$ cat src/rtl/fine_delay_if.sv
// rtl/fine_delay_if.sv - delay-load handshake and IODELAY2 control bundle
//
// Purpose: groups the delay request handshake and the IODELAY2 VARIABLE-mode
// control/status lines between the trigger side and fine_delay_ctrl.
// Ports (signals):
//   delay_val   {coarse,fine} delay request        master -> slave
//   delay_load  accept delay_val when ready        master -> slave
//   iod_busy    IODELAY2 BUSY                      master -> slave
//   delay_ready controller idle                    slave  -> master
//   iod_cal/iod_rst/iod_ce/iod_inc  IODELAY2 ctrl  slave  -> master
//   tap_now     tap tracked by the controller      slave  -> master
interface fine_delay_if #(
   parameter int COARSE_W = 8,
   parameter int TAP_W    = 8
);
   logic [COARSE_W+TAP_W-1:0] delay_val;
   logic                      delay_load;
   logic                      delay_ready;
   logic                      iod_cal;
   logic                      iod_rst;
   logic                      iod_ce;
   logic                      iod_inc;
   logic                      iod_busy;
   logic [TAP_W-1:0]          tap_now;

   modport master (
      output delay_val, delay_load, iod_busy,
      input  delay_ready, iod_cal, iod_rst, iod_ce, iod_inc, tap_now
   );

   modport slave (
      input  delay_val, delay_load, iod_busy,
      output delay_ready, iod_cal, iod_rst, iod_ce, iod_inc, tap_now
   );
endinterface

$ cat src/rtl/fine_delay_ctrl.sv
// rtl/fine_delay_ctrl.sv - coarse start-pulse delay plus IODELAY2 fine-tap sequencer
//
// Purpose: counts a coarse delay in m_clk cycles from each start_pulse rising
// edge, and steps an IODELAY2 (VARIABLE mode) one tap per CE/BUSY handshake to
// the requested fine tap, calibrating after reset or a BUSY timeout.
// Optional feature: define FINE_DELAY_RECAL_EN to recalibrate after
// RECAL_PERIOD consecutive idle cycles.
// Ports:
//   m_clk        system clock
//   rst          synchronous reset, active-high
//   start_pulse  trigger, rising edge starts one coarse delay
//   coarse_pulse 1-cycle pulse after the coarse delay (to IODELAY2 ODATAIN)
//   pulse_miss   1-cycle flag, edge arrived during an active countdown
//   err          sticky BUSY timeout, cleared only by rst
//   bus          fine_delay_if.slave: delay_val/delay_load/delay_ready,
//                iod_cal/iod_rst/iod_ce/iod_inc/iod_busy, tap_now
module fine_delay_ctrl #(
   parameter int COARSE_W     = 8,
   parameter int TAP_W        = 8,
   parameter int MAX_TAP      = 255,
   parameter int BUSY_TMO     = 64,
   parameter int RECAL_PERIOD = 2**20
) (
   input  logic         m_clk,
   input  logic         rst,
   input  logic         start_pulse,
   output logic         coarse_pulse,
   output logic         pulse_miss,
   output logic         err,
   fine_delay_if.slave  bus
);

   localparam logic [TAP_W-1:0] TAP_MAX  = TAP_W'(MAX_TAP);
   localparam int               WCNT_W   = $clog2(BUSY_TMO + 1);
   localparam logic [WCNT_W-1:0] WCNT_MAX = WCNT_W'(BUSY_TMO);

   typedef enum logic [2:0] {
      S_CAL, S_CAL_W, S_RST, S_STEP_CHK, S_STEP_W, S_IDLE
   } state_t;

   state_t              state, state_nxt;
   logic [WCNT_W-1:0]   wait_cnt;
   logic                busy_seen;
   logic                timeout;
   logic                load_acc;
   logic                recal_due;
   logic [TAP_W-1:0]    tap_r, target_r;
   logic                step_up;
   logic [COARSE_W-1:0] coarse_r;
   logic                err_r;

   logic [COARSE_W-1:0] coarse_val;
   logic [TAP_W-1:0]    fine_val;

   assign coarse_val = bus.delay_val[COARSE_W+TAP_W-1:TAP_W];
   assign fine_val   = bus.delay_val[TAP_W-1:0];

   // ---------------- coarse path ----------------
   logic                start_d, start_edge, cnt_active;
   logic [COARSE_W-1:0] cnt;

   // Not reset: a level already high while rst is asserted is not a new edge.
   always_ff @(posedge m_clk) start_d <= start_pulse;

   assign start_edge = start_pulse & ~start_d;

   always_ff @(posedge m_clk) begin
      if (rst) begin
         cnt          <= '0;
         cnt_active   <= 1'b0;
         coarse_pulse <= 1'b0;
         pulse_miss   <= 1'b0;
      end else begin
         coarse_pulse <= 1'b0;
         pulse_miss   <= 1'b0;
         if (cnt_active) begin
            if (cnt == COARSE_W'(1)) begin
               coarse_pulse <= 1'b1;
               cnt_active   <= 1'b0;
            end
            cnt <= cnt - 1'b1;
            if (start_edge) pulse_miss <= 1'b1;
         end else if (start_edge) begin
            // coarse_r is the pre-load value when a load lands in the same cycle
            if (coarse_r == '0) begin
               coarse_pulse <= 1'b1;
            end else begin
               cnt        <= coarse_r;
               cnt_active <= 1'b1;
            end
         end
      end
   end

   // ---------------- optional idle recalibration ----------------
`ifdef FINE_DELAY_RECAL_EN
   localparam int RC_W = $clog2(RECAL_PERIOD + 1);
   logic [RC_W-1:0] idle_cnt;

   always_ff @(posedge m_clk) begin
      if (rst || state != S_IDLE || bus.delay_load) idle_cnt <= '0;
      else if (idle_cnt != RC_W'(RECAL_PERIOD)) idle_cnt <= idle_cnt + 1'b1;
   end

   assign recal_due = (idle_cnt == RC_W'(RECAL_PERIOD - 1));
`else
   // Recalibration period has no meaning in this build.
   logic unused_recal;
   assign unused_recal = (RECAL_PERIOD == 0);
   assign recal_due    = 1'b0;
`endif

   // ---------------- fine FSM: state register ----------------
   always_ff @(posedge m_clk) begin
      if (rst) begin
         state     <= S_CAL;
         wait_cnt  <= '0;
         busy_seen <= 1'b0;
      end else begin
         state <= state_nxt;
         // Cycles spent in the current state; only meaningful in the wait states.
         if (state_nxt != state)      wait_cnt <= '0;
         else if (wait_cnt != WCNT_MAX) wait_cnt <= wait_cnt + 1'b1;
         busy_seen <= (state == S_CAL_W) && (state_nxt == S_CAL_W) &&
                      (busy_seen || bus.iod_busy);
      end
   end

   // ---------------- fine FSM: next state ----------------
   always_comb begin
      state_nxt = state;
      timeout   = 1'b0;
      load_acc  = 1'b0;
      case (state)
         S_CAL:      state_nxt = S_CAL_W;
         S_CAL_W: begin
            if (busy_seen && !bus.iod_busy) state_nxt = S_RST;
            else if (wait_cnt == WCNT_MAX)  timeout   = 1'b1;
         end
         S_RST:      state_nxt = S_STEP_CHK;
         S_STEP_CHK: state_nxt = (tap_r == target_r) ? S_IDLE : S_STEP_W;
         S_STEP_W: begin
            if (!bus.iod_busy)             state_nxt = S_STEP_CHK;
            else if (wait_cnt == WCNT_MAX) timeout   = 1'b1;
         end
         S_IDLE: begin
            if (bus.delay_load) begin
               load_acc  = 1'b1;
               state_nxt = S_STEP_CHK;
            end else if (recal_due) begin
               state_nxt = S_CAL;
            end
         end
         default:    state_nxt = S_CAL;
      endcase
      if (timeout) state_nxt = S_CAL;
   end

   // ---------------- fine datapath ----------------
   always_ff @(posedge m_clk) begin
      if (rst) begin
         tap_r    <= '0;
         target_r <= '0;
         coarse_r <= '0;
         step_up  <= 1'b0;
         err_r    <= 1'b0;
      end else begin
         if (timeout) err_r <= 1'b1;
         if (load_acc) begin
            coarse_r <= coarse_val;
            target_r <= (fine_val > TAP_MAX) ? TAP_MAX : fine_val;
         end
         if (state == S_RST) tap_r <= '0;
         if (state == S_STEP_CHK) step_up <= (target_r > tap_r);
         // Tap moves only toward a target within 0..MAX_TAP, so it cannot wrap.
         if (state == S_STEP_W && state_nxt == S_STEP_CHK)
            tap_r <= step_up ? tap_r + 1'b1 : tap_r - 1'b1;
      end
   end

   // ---------------- fine FSM: outputs ----------------
   // Gated by rst so every output reads 0 while reset is held.
   always_comb begin
      bus.delay_ready = 1'b0;
      bus.iod_cal     = 1'b0;
      bus.iod_rst     = 1'b0;
      bus.iod_ce      = 1'b0;
      bus.iod_inc     = 1'b0;
      if (!rst) begin
         case (state)
            S_CAL:      bus.iod_cal = 1'b1;
            S_RST:      bus.iod_rst = 1'b1;
            S_STEP_CHK: begin
               if (tap_r != target_r) begin
                  bus.iod_ce  = 1'b1;
                  bus.iod_inc = (target_r > tap_r);
               end
            end
            S_IDLE:     bus.delay_ready = 1'b1;
            default:    ;
         endcase
      end
   end

   assign bus.tap_now = tap_r;
   assign err         = err_r;

endmodule

$ cat src/flat_wrapper.sv
// flat-port wrapper written by rule: the top's interface ports become plain ports
module fine_delay_ctrl_flat 
#(
   parameter int COARSE_W     = 8,
   parameter int TAP_W        = 8,
   parameter int MAX_TAP      = 255,
   parameter int BUSY_TMO     = 64,
   parameter int RECAL_PERIOD = 2**20
)
  (m_clk, rst, start_pulse, coarse_pulse, pulse_miss, err, bus_delay_val, bus_delay_load, bus_iod_busy, bus_delay_ready, bus_iod_cal, bus_iod_rst, bus_iod_ce, bus_iod_inc, bus_tap_now);
  fine_delay_if #(.COARSE_W(COARSE_W), .TAP_W(TAP_W)) bus_i ();
  input  logic m_clk;
  input  logic rst;
  input  logic start_pulse;
  output logic coarse_pulse;
  output logic pulse_miss;
  output logic err;
  input wire logic [$bits(bus_i.delay_val)-1:0] bus_delay_val;
  input wire logic [$bits(bus_i.delay_load)-1:0] bus_delay_load;
  input wire logic [$bits(bus_i.iod_busy)-1:0] bus_iod_busy;
  output wire logic [$bits(bus_i.delay_ready)-1:0] bus_delay_ready;
  output wire logic [$bits(bus_i.iod_cal)-1:0] bus_iod_cal;
  output wire logic [$bits(bus_i.iod_rst)-1:0] bus_iod_rst;
  output wire logic [$bits(bus_i.iod_ce)-1:0] bus_iod_ce;
  output wire logic [$bits(bus_i.iod_inc)-1:0] bus_iod_inc;
  output wire logic [$bits(bus_i.tap_now)-1:0] bus_tap_now;
  assign bus_i.delay_val = bus_delay_val;
  assign bus_i.delay_load = bus_delay_load;
  assign bus_i.iod_busy = bus_iod_busy;
  assign bus_delay_ready = bus_i.delay_ready;
  assign bus_iod_cal = bus_i.iod_cal;
  assign bus_iod_rst = bus_i.iod_rst;
  assign bus_iod_ce = bus_i.iod_ce;
  assign bus_iod_inc = bus_i.iod_inc;
  assign bus_tap_now = bus_i.tap_now;
  fine_delay_ctrl #(.COARSE_W(COARSE_W), .TAP_W(TAP_W), .MAX_TAP(MAX_TAP), .BUSY_TMO(BUSY_TMO), .RECAL_PERIOD(RECAL_PERIOD)) u_core (.m_clk(m_clk), .rst(rst), .start_pulse(start_pulse), .coarse_pulse(coarse_pulse), .pulse_miss(pulse_miss), .err(err), .bus(bus_i));
endmodule
$ cat config.mk
export PLATFORM = sky130hd
export DESIGN_NAME = fine_delay_ctrl_flat
export DESIGN_NICKNAME = d
export VERILOG_FILES = /design/src/rtl/fine_delay_if.sv /design/src/rtl/fine_delay_ctrl.sv /design/src/flat_wrapper.sv
export SDC_FILE = /design/constraint.sdc
export NUM_CORES = 1
export LEC_CHECK = 0
export ABC_AREA = 0
export BUFFER_PORTS_ARGS = -buffer_cell sky130_fd_sc_hd__buf_4
export CAP_MARGIN = 30
export CORE_UTILIZATION = 55
export CTS_BUF_LIST = sky130_fd_sc_hd__clkbuf_8
export CTS_CLUSTER_DIAMETER = 30
export CTS_CLUSTER_SIZE = 24
export DETAILED_ROUTE_END_ITERATION = 7
export PLACE_DENSITY = 0.77
export SLEW_MARGIN = 20
export SYNTH_ARGS = -nofsm -noshare
export SYNTH_HDL_FRONTEND = slang
export SYNTH_SLANG_ARGS = --single-unit
$ cat constraint.sdc
create_clock -name m_clk -period 2.3 [get_ports m_clk]
set_input_delay 0 -clock m_clk [delete_from_list [all_inputs] [get_ports m_clk]]
set_output_delay 0 -clock m_clk [all_outputs]
set_load 0.1 [all_outputs]
[After elaboration in Yosys (flattened, before gate mapping)]
Cells that the tools add are included.
Operators by class
  multipliers: 0
  $lt $le $gt $ge: 2
  multiplexer cells: 40
  add/sub/neg operators: 4
  div/mod/pow operators: 0
  reduce and logical (&&, ||, !) cells: 13
  bitwise operators: 3
  shift operators: 0
  equal/unequal tests: 14
Operators with widths (count)
  $mux 8: 7
  $mux 1: 27
  $pmux 3 s6: 1
  $sub 8x1->8 const B: 2
  $mux 3: 4
  $eq 3x2->1 const B: 3
  $add 8x1->8 const B: 1
  $eq 8x1->1 const B: 1
  $eq 8x8->1: 1
  $gt 8x8->1: 1
  $gt 8x8->1 const B: 1
  $logic_not 8->1: 1
  $ne 8x8->1: 1
  $add 7x1->7 const B: 1
  $eq 7x7->1 const B: 1
  $ne 7x7->1 const B: 1
  $eq 3x1->1 const B: 2
  $eq 3x3->1 const B: 2
  $logic_and 1x1->1: 4
  $reduce_bool 2->1: 2
  $reduce_or 2->1: 2
  $logic_not 3->1: 1
  $ne 3x3->1: 1
  $ne 2x1->1 const B: 1
  other kinds (6): 7
Word-level totals
  input bits: 21
  register bits: 49
  output and inout port bits: 16
  memories: 0
  word-level logic and storage cells: 89
  bits in writable memories: 0
  latch bits: 0
  memory bits (read-only): 0

[Depth between registers and ports, before layout]
Gate-level depths: netlist (run 1).
  word-level depth: 8
  depth in mapped cells: 7
  depth with buffers taken out: 7

[Worst setup path after synthesis (run 1)]
No wires, ideal clock.
  kind: register to output
  start point: register u_core.tap_r[1] (netlist: u_core.bus.tap_now[1])
  end point: output bus_iod_inc
  arrival: 4.255 ns
  data required time: 2.300 ns
  path buffers: 0
  stages on the path, launching flop included: 7
  setup slack: -1.955 ns
  cell sequence: dfxtp_1 inv_1 ha_1 nand4_1 nor2_1 or4_1 nor3_1
On the way
  word-level cells in the longest chain between the ends: 4
  elaborated cells on any way between the ends: 5
  classes of those cells: order compare: 1; eq/ne: 1; mux: 3
RTL lines
  start, declared: RTL line fine_delay_ctrl.sv:47  | logic [TAP_W-1:0] tap_r, target_r;
  start signal, assigned: RTL line fine_delay_ctrl.sv:177  | tap_r <= step_up ? tap_r + 1'b1 : tap_r - 1'b1;
  $gt 8x8->1 or $ne 8x8->1 (tied branches): RTL line fine_delay_ctrl.sv:196, fine_delay_ctrl.sv:194
  $mux 1 (*): RTL line fine_delay_ctrl.sv:194  | if (tap_r != target_r) begin
  $mux 1 (*): RTL line fine_delay_ctrl.sv:190  | case (state)
  $mux 1 (*): RTL line fine_delay_ctrl.sv:189  | if (!rst) begin
  end, declared: RTL line flat_wrapper.sv:25  | output wire logic [$bits(bus_i.iod_inc)-1:0] bus_iod_inc;
Every way passes the cells marked *; elsewhere a longest branch is shown, timed or not.

[Final worst setup path (run 1)]
  start point: register u_core.tap_r[7] (netlist: u_core.bus.tap_now[7])
  end point: output bus_iod_inc
Same word-level chain as after synthesis.

==> impl_summary.md, run 1 <==
Min path
The worst hold path terminates at u_core.busy_seen. The class of the most critical hold timing path is in2reg. Along the worst hold path, the cell count comes to 3. In this run the most critical hold path is launched from bus_iod_busy.

Timing
Headroom to the max-slew limit came out at 60.31%. At the pin with the least slew margin, the transition time is 0.5931 ns. Setup repair after global routing left no endpoint under its margin. The final critical delay including setup and external delays is 2.201 ns. Static timing analysis puts the maximum clock frequency at between 400 and 500 MHz. The final-report max-slew violation count is 0.

The clock skew is 0.01038 ns. Setup violations remaining at the end of the flow were counted as 0. The number of endpoints with negative hold slack in the final report is 0. The final critical-path share of the clock period is 95.71%.

Power
The power density over the cells is between 400 and 500 nW/µm². Summing internal, switching and leakage power gives 1547 µW. The static leakage power is 0.001326 µW. The worst-case IR drop observed on VDD is 0.3164 mV.

Logic synthesis
Of all flip-flops after synthesis, the portion carrying an async set or reset was 0%. The most used flip-flop cell after synthesis is dfxtp_1. The mean cell area of the mapped netlist is 7.992 µm².

Yosys mapped the design onto 54 distinct sky130hd cell types. Synthesis inferred 49 register bits. The Yosys step of the flow raised 0 warnings. The cell area that synthesis handed to floorplanning was around 2800 µm². Sequential elements use around 35% of the synthesized area. The number of synthesized flops with an enable pin is 0.

Counting every instance in the synthesized netlist gives 346. The net count after synthesis is 386.

Finish
For this run, the share of the core covered by cells in the final layout is 70.54%. From synthesis to final layout, the design area changed by 22.08%. The number of non-filler instances in the completed layout is 458. In the final design database the tool counted 430 nets. The share of layout cells above drive strength 1 is around 16%.

0 antenna diodes ended up in the layout. Once layout is done, the placed cells without fillers occupy 3376 µm².

Drt
In the routed design, unresolved DRC markers number 0. Once detail routing completed, the nets flagged for antenna violations numbered 0. After detailed routing, the number of vias per cell comes to 5.618. After detailed routing, the total wire length is between 6 and 7 mm. In this run, the number of DRC markers left after iteration 0 of detailed routing was 155. After detailed routing, the average wire length per cell comes to between 10 and 15 µm. The routed via count is 2573.

The first detailed-routing pass took 5 iterations.

Worst setup path
The critical path launch point type is a register. In this run the register-to-register setup slack is 0.14 ns. In this design, the stage delay of the slowest critical-path cell is just over 0.5 ns.

The worst path arrival time is 2.20 ns. Among all stages on the critical path, the largest delay is contributed by or4_4. The endpoint identified for the worst register-to-register timing path is u_core.bus.tap_now[6]. The startpoint identified for the worst register-to-register timing path is u_core.step_up. The worst setup path is captured at a primary output. Counting cells, the worst reg-to-reg path comes to 7. The required time of the worst setup path is 2.30 ns. The critical-path maximum fanout is 4. The critical path start-end classification is reg2out.

The buffering stage count on the worst path with inverters included is 2. In this design, the largest share of critical-path delay is due to simple AND/OR/NAND/NOR gates. The critical path goes through inv_1, ha_1, nand4_1, nor2_1, or4_4, nor3_4, buf_12.

CTS
The longest clock path from root to sink contains 2 buffers. After clock tree synthesis, the clock-pin slew on the worst setup and hold paths is around 0.1 ns. Counting the buffers created by CTS gives 5. In this run the clock root is driven by a clkbuf_8. Clock latency on the worst-skew pair, taken at its later pin, is approximately 0.31 ns. The number of sinks handled by clock tree synthesis is 49. The CTS tree is built. The H-tree depth is 2.

Die
In this run the vertical extent of the chip is 72.91 µm. The top-level port count is 37. The die width is 72.91 µm.

The floorplan step defined a die boundary enclosing 5315 µm². After floorplanning, the core was divided into 25 placement rows. The starting utilization of the core area is 57.78%. The placeable core region is 4786 µm².

Global route
For this run the aggregate overflow at the end of global routing stands at 0. The first-pass GRT wire length is 10.63 mm. The number of global-route vias before repair was 2343. The maximum number of pins on one net before global-route repair is 44. Global routing consumed, over all layers together, 25.71% of the routing resources.

The initial antenna violation count was 0.

Placement
In this run, placement finished with an instance count of 433. Once placement finished, the instance area stood at 3095 µm². Input and output buffers added on the ports amount to 36. Detailed placement finished with a half-perimeter wire length of around 4.3 mm.

The final RePlAce weighted congestion is 0.8615.

Outcome
The flow ran to the end, and the final reports show no timing, DRC or antenna violations.

Flow run
The number of max-cap violations is 0.
==> area by class of cell <==
type	instances	area, µm²
multi-input combinational	259	1667
clock inverter	3	18.77
tap	67	83.83
sequential	49	991.0
fill	382	1410
timing repair buffer	56	475.5
clock buffer	5	68.82
inverter	19	71.32
==> per-stage QoR <==
step	setup WS, ns	TNS [ns]	hold WS, ns
after global placement	0.2574	0	0.1139
after global routing	0.01392	0	0.05527
after detailed placement	0.1412	0	0.1180
after floorplan	-0.2969	-0.4530	0.02772
after CTS	0.03549	0	0.02994
final	0.09859	0	0.03537
==> cells in the final DEF, fill, tap and decap left out, types with 2 or more instances in the layout <==
cell type and instances:
dfxtp_1 41, dlygate4sd3_1 17, o31a_1 3, a31oi_1 3
mux2i_1 4, xor2_1 2, a22oi_1 3, nand3b_1 3
a222oi_1 4, inv_1 20, nor2_1 37, or4_1 4
nand3_1 8, o211ai_1 3, clkinvlp_4 2, nand2_1 47
and3_1 4, xnor2_1 8, ha_1 18, o21ai_1 2
nand2b_1 6, clkbuf_8 5, dfxtp_2 8, nand4_1 3
a211oi_1 3, a21oi_1 32, o21ai_0 10, a21o_1 3
nor3_1 8, buf_4 38, nor4_1 3, o21a_1 3
o31ai_1 2, nor2b_1 6
==> routing by layer <==
| metal | global-route usage [%] | wire, µm | vias to the layer above |
|---|---|---|---|
| li1 | - | - | 1305 |
| met1 | 34.02 | 3061 | 1204 |
| met2 | 42.89 | 3078 | 57 |
| met5 | 0 | 0 | - |
| met3 | 4.420 | 233 | 7 |
| met4 | 7.843 | 57 | 0 |
==> Yosys cell counts, types with 3 or more instances <==
| cell type | count | area (µm²) |
|---|---|---|
| a211oi_1 | 4 | 30.03 |
| a21o_1 | 3 | 22.52 |
| a21oi_1 | 32 | 160.2 |
| a222oi_1 | 4 | 40.04 |
| a22oi_1 | 3 | 22.52 |
| a31oi_1 | 3 | 18.77 |
| and3_1 | 4 | 25.02 |
| buf_2 | 7 | 35.03 |
| clkbuf_1 | 11 | 41.29 |
| dfxtp_1 | 49 | 980.9 |
| ha_1 | 18 | 225.2 |
| inv_1 | 19 | 71.32 |
| mux2i_1 | 4 | 40.04 |
| nand2_1 | 47 | 176.4 |
| nand2b_1 | 6 | 37.54 |
| nand3_1 | 8 | 40.04 |
| nand3b_1 | 3 | 22.52 |
| nand4_1 | 3 | 18.77 |
| nor2_1 | 37 | 138.9 |
| nor2b_1 | 6 | 37.54 |
| nor3_1 | 10 | 50.05 |
| nor4_1 | 4 | 25.02 |
| o211ai_1 | 3 | 22.52 |
| o21a_1 | 3 | 22.52 |
| o21ai_0 | 10 | 50.05 |
| o31a_1 | 3 | 26.28 |
| or4_1 | 5 | 37.54 |
| xnor2_1 | 8 | 70.07 |
==> kinds of logic after synthesis <==
family | share of synthesized area [%]
compound gates | 20.14
xor+xnor | 3.168
fa+ha+maj | 8.869
buf+inv | 5.747
flops | 35.48
mux | 1.448
simple gates | 25.16
==> worst max path at each step <==
stage,from,end,slack [ns],cells after the start
floorplan,u_core.bus.tap_now[1],bus_iod_inc,-0.30,6
global placement,u_core.step_up,u_core.bus.tap_now[7],0.26,7
detailed placement,u_core.step_up,u_core.bus.tap_now[7],0.14,7
CTS,u_core.bus.tap_now[7],bus_iod_inc,0.04,7
global route,u_core.step_up,u_core.bus.tap_now[7],0.01,7
finish,u_core.bus.tap_now[7],bus_iod_inc,0.1,7
==> report_power, final <==
part	internal (µW)	switching, µW	leakage, µW
Combinational	78.0	89.8	0.000884
Sequential	855	10.8	0.000400
Clock	210	303	0.0000416
==> sequential cells by signal, indices dropped and copies added, names as in the netlist <==
name / cells
u_core.bus.tap_now: 8
u_core.cnt: 8
u_core.coarse_r: 8
u_core.target_r: 8
u_core.wait_cnt: 7
u_core.state: 3
u_core.busy_seen: 1
u_core.cnt_active: 1
u_core.coarse_pulse: 1
u_core.err: 1
u_core.pulse_miss: 1
u_core.start_d: 1
u_core.step_up: 1
==> repair_timing <==
item                                    CTS  global route
hold endpoints to repair                 17             0
hold buffers                             17             0
endpoints found under the setup margin    1             3
buffers inserted                          0             0
pin swaps                                 0             0
gates resized for setup                   1             5
==> tightest hold or removal path, cell delays in order <==
cell	delay (ns)
buf_4	0.14
nand2b_1	0.10
nor4_1	0.06
(Power assumes the default switching activity.)
==> run 2, diff against run 1 <==
--- a/config.mk
+++ b/config.mk
@@ -15,3 +15,4 @@
 export DETAILED_ROUTE_END_ITERATION = 7
-export PLACE_DENSITY = 0.77
+export PLACE_DENSITY = 0.74
+export SETUP_SLACK_MARGIN = 0.15
 export SLEW_MARGIN = 20
--- a/constraint.sdc
+++ b/constraint.sdc
@@ -3,2 +3,2 @@
 set_output_delay 0 -clock m_clk [all_outputs]
-set_load 0.1 [all_outputs]
+set_load 0.005 [all_outputs]
==> run 2 against run 1 <==
Wire length grew 5.4%. First-iteration DRC count grew 3.9%. Combinational power shrank 14%. Maximum frequency grew 4.1%. Design area grew 2.4%. Critical path type unchanged. Highest routed layer unchanged.
==> impl_summary.md, run 2 (synthesis results as in run 1) <==
Outcome
The run finished with clean final reports.

CTS
The tree is rooted in a clkbuf_8. The maximum buffer depth of the clock tree is 2. The H-tree was split into 2 levels. The number of sinks handled by clock tree synthesis is 49. The post-CTS clock slew at the launch and capture registers of the worst setup and hold paths is 0.09 ns. The CTS tree is built. The clock insertion delay at the later pin of the skew report is roughly 0.3 ns. The number of buffers created by CTS is 5.

Power
Internal power comes to 1247 µW. In this run the static leakage power is 0.001355 µW. The power density over the cells is 468.6 nW/µm².

The largest vdd supply drop is 0.2789 mV. Net switching is 23.02% of the power. In this run, flip-flops and latches consume 53.1% of the power. In this run the power spent charging and discharging nets is 373.1 µW.

Of the total power, combinational logic draws 8.9%. The clock network accounts for 38.0% of the total power.

Global route
The number of global-route vias before repair is 2379. The initial antenna violation count was 0. Entering global routing, the biggest net connects 44 pins. The first global-routing pass estimated 10.94 mm of wire. The total global routing overflow is 0. The overall routing resource usage is 26.28%.

Worst setup path
The critical-path maximum fanout is 4. The worst setup path is of the reg2out kind. The signal on the critical path passes through inv_1, ha_1, nand4_1, nor2_1, or4_4, nor3_4, buf_4. STA puts the critical path data required time at 2.30 ns. The buffering stage count on the worst path with inverters included is 2. The worst path arrival time is 2.12 ns. Broken down by cell family, the worst path's largest delay share belongs to simple AND/OR/NAND/NOR gates.

The critical path launch point type is a register. The nature of the critical path endpoint is a primary output. For this run, the slowest stage of the critical path takes 0.52 ns. On the critical path, the stage with the largest delay is an instance of or4_4.

Timing
Subtracting the final worst setup slack from the clock period gives ~2.1 ns. On the final layout, the worst clock skew is 0.002850 ns. The worst slew margin relative to its limit is between 50% and 60%.

The number of endpoints with negative hold slack in the final report is 0. The achievable clock frequency is 472.7 MHz. Of the available clock period, the critical path in the final layout requires 91.98%. After routing, the total negative slack on setup checks comes to 0 ns. The number of failing setup endpoints in the final timing report is 0. The final-report max-slew violation count is 0.

For the pin with the worst max-slew slack, the measured transition is 0.6215 ns. Setup repair after global routing left no endpoint under its margin.

Drt
Across all layers, the routed design uses 2615 vias. In this run, the number of DRC markers left after iteration 0 of detailed routing was ~160. Once detail routing completed, the nets flagged for antenna violations numbered 0. For this run, design rule violations remaining after detail routing come to 0.

Dividing the detail-routed wire length by the instance count gives between 10 and 15 µm. The number of vias per cell after detailed routing is between 5 and 6. After detailed routing, the wire length on met1 is 3.212 mm.

After detailed routing, the met2 layer carries roughly 3.3 mm of wire. In the detailed route, the total length drawn on met3 is 250 µm. The number of search-and-repair iterations in the first detailed-routing pass is 4. The final routed wirelength across all metal layers is 6.779 mm. After detailed routing, no signal wire sits above met4.

Finish
Leaving out fill and tap cells, the most frequent cells in the layout are nand2_1, buf_4, dfxtp_1. The finished layout holds 460 standard cells, fillers aside. The share of layout cells above drive strength 1 is about 18%. The repair_antennas step left the layout with diodes totalling 0. Relative to the synthesized area, the layout overhead comes to 25.07%.

The commonest non-fill, non-tap cell in the layout is nand2_1. After the last flow step, the layout net total stands at between 400 and 500. The layout has ~420 filler cells.

Placement
Port buffering added 36 buffers. The number of placed instances, taps included is 432. The final RePlAce weighted congestion is about 0.88.

The half-perimeter wire length of the detailed placement result is ~4.4 mm.

Die
The die covers 5315 µm². Measured along the y axis, the die boundary spans 72.91 µm. The total number of placement rows is 25. The top-level port count is 37. From left edge to right edge, the die measures between 70 and 80 µm. The starting utilization of the core area is approximately 58%. The placeable core region is 4786 µm².

Min path
The class of the most critical hold timing path is in2reg.

Flow run
The tool flagged a number of max-cap violations equal to 0.
run 2: timing repair:
action,CTS,global route
pin swaps,1,3
endpoints found under the hold margin,17,0
setup buffers,0,3
resized for setup,9,19
hold buffers,17,0
endpoints found under the setup margin,3,3
run 2: worst reg2reg max path, cell delays in order (launching register included):
cell and delay (ns):
dfxtp_2 0.39, inv_2 0.10, ha_1 0.34, nor2b_1 0.16, o31a_1 0.26, o21a_1 0.18, or4_1 0.47, nand3_1 0.09
run 2: final cells by class:
type	instances	area [µm²]	area share (%)
Multi-Input combinational cell	259	1707	49.35
Clock buffer	5	68.82	1.990
Inverter	19	71.32	2.062
Clock inverter	3	42.54	1.230
Timing Repair Buffer	58	478.0	13.82
Sequential cell	49	1007	29.12
Tap cell	67	83.83	2.424
run 2: power groups by stage:
stage          Sequential [µW]  Combinational, µW  Clock, µW
4_1_cts                    867                139        624
3_3_place_gp               887                114          0
6_report                   861                145        615
2_1_floorplan              879               79.6          0
5_1_grt                    863                158        657
3_5_place_dp               887                115          0
run 2: through the flow:
step | hold slack [ns] | total power (µW) | utilization (%) | cell area, µm² | worst slack, ns
after floorplan | 0.02772 | 958.8 | - | 2765 | 0.3466
after global placement | 0.1147 | 1000 | 63.66 | 3047 | 0.2650
after detailed placement | 0.1188 | 1002 | 63.66 | 3047 | 0.1479
after CTS | 0.05033 | 1630 | 69.91 | 3346 | 0.1788
after global routing | 0.07704 | 1679 | 72.26 | 3458 | 0.1194
final | 0.05767 | 1621 | 72.26 | 3458 | 0.1845
run 2: worst paths after layout:
kind / start / end / slack [ns] / depth (start not counted)
worst max-delay path: u_core.bus.tap_now[4] / bus_iod_inc / 0.18 / 7
worst min register to register: u_core.target_r[0] / u_core.target_r[0] / 0.46 / 2
worst min-delay path: bus_iod_busy / u_core.busy_seen / 0.06 / 3
worst max register to register: u_core.step_up / u_core.bus.tap_now[6] / 0.26 / 7
run 2: layer usage:
metal  GRT usage [%]  vias to the layer above
met2           42.47                       61
met5               0                        -
met4           6.100                        0
li1                -                     1315
met3           4.420                        6
met1           36.72                     1233
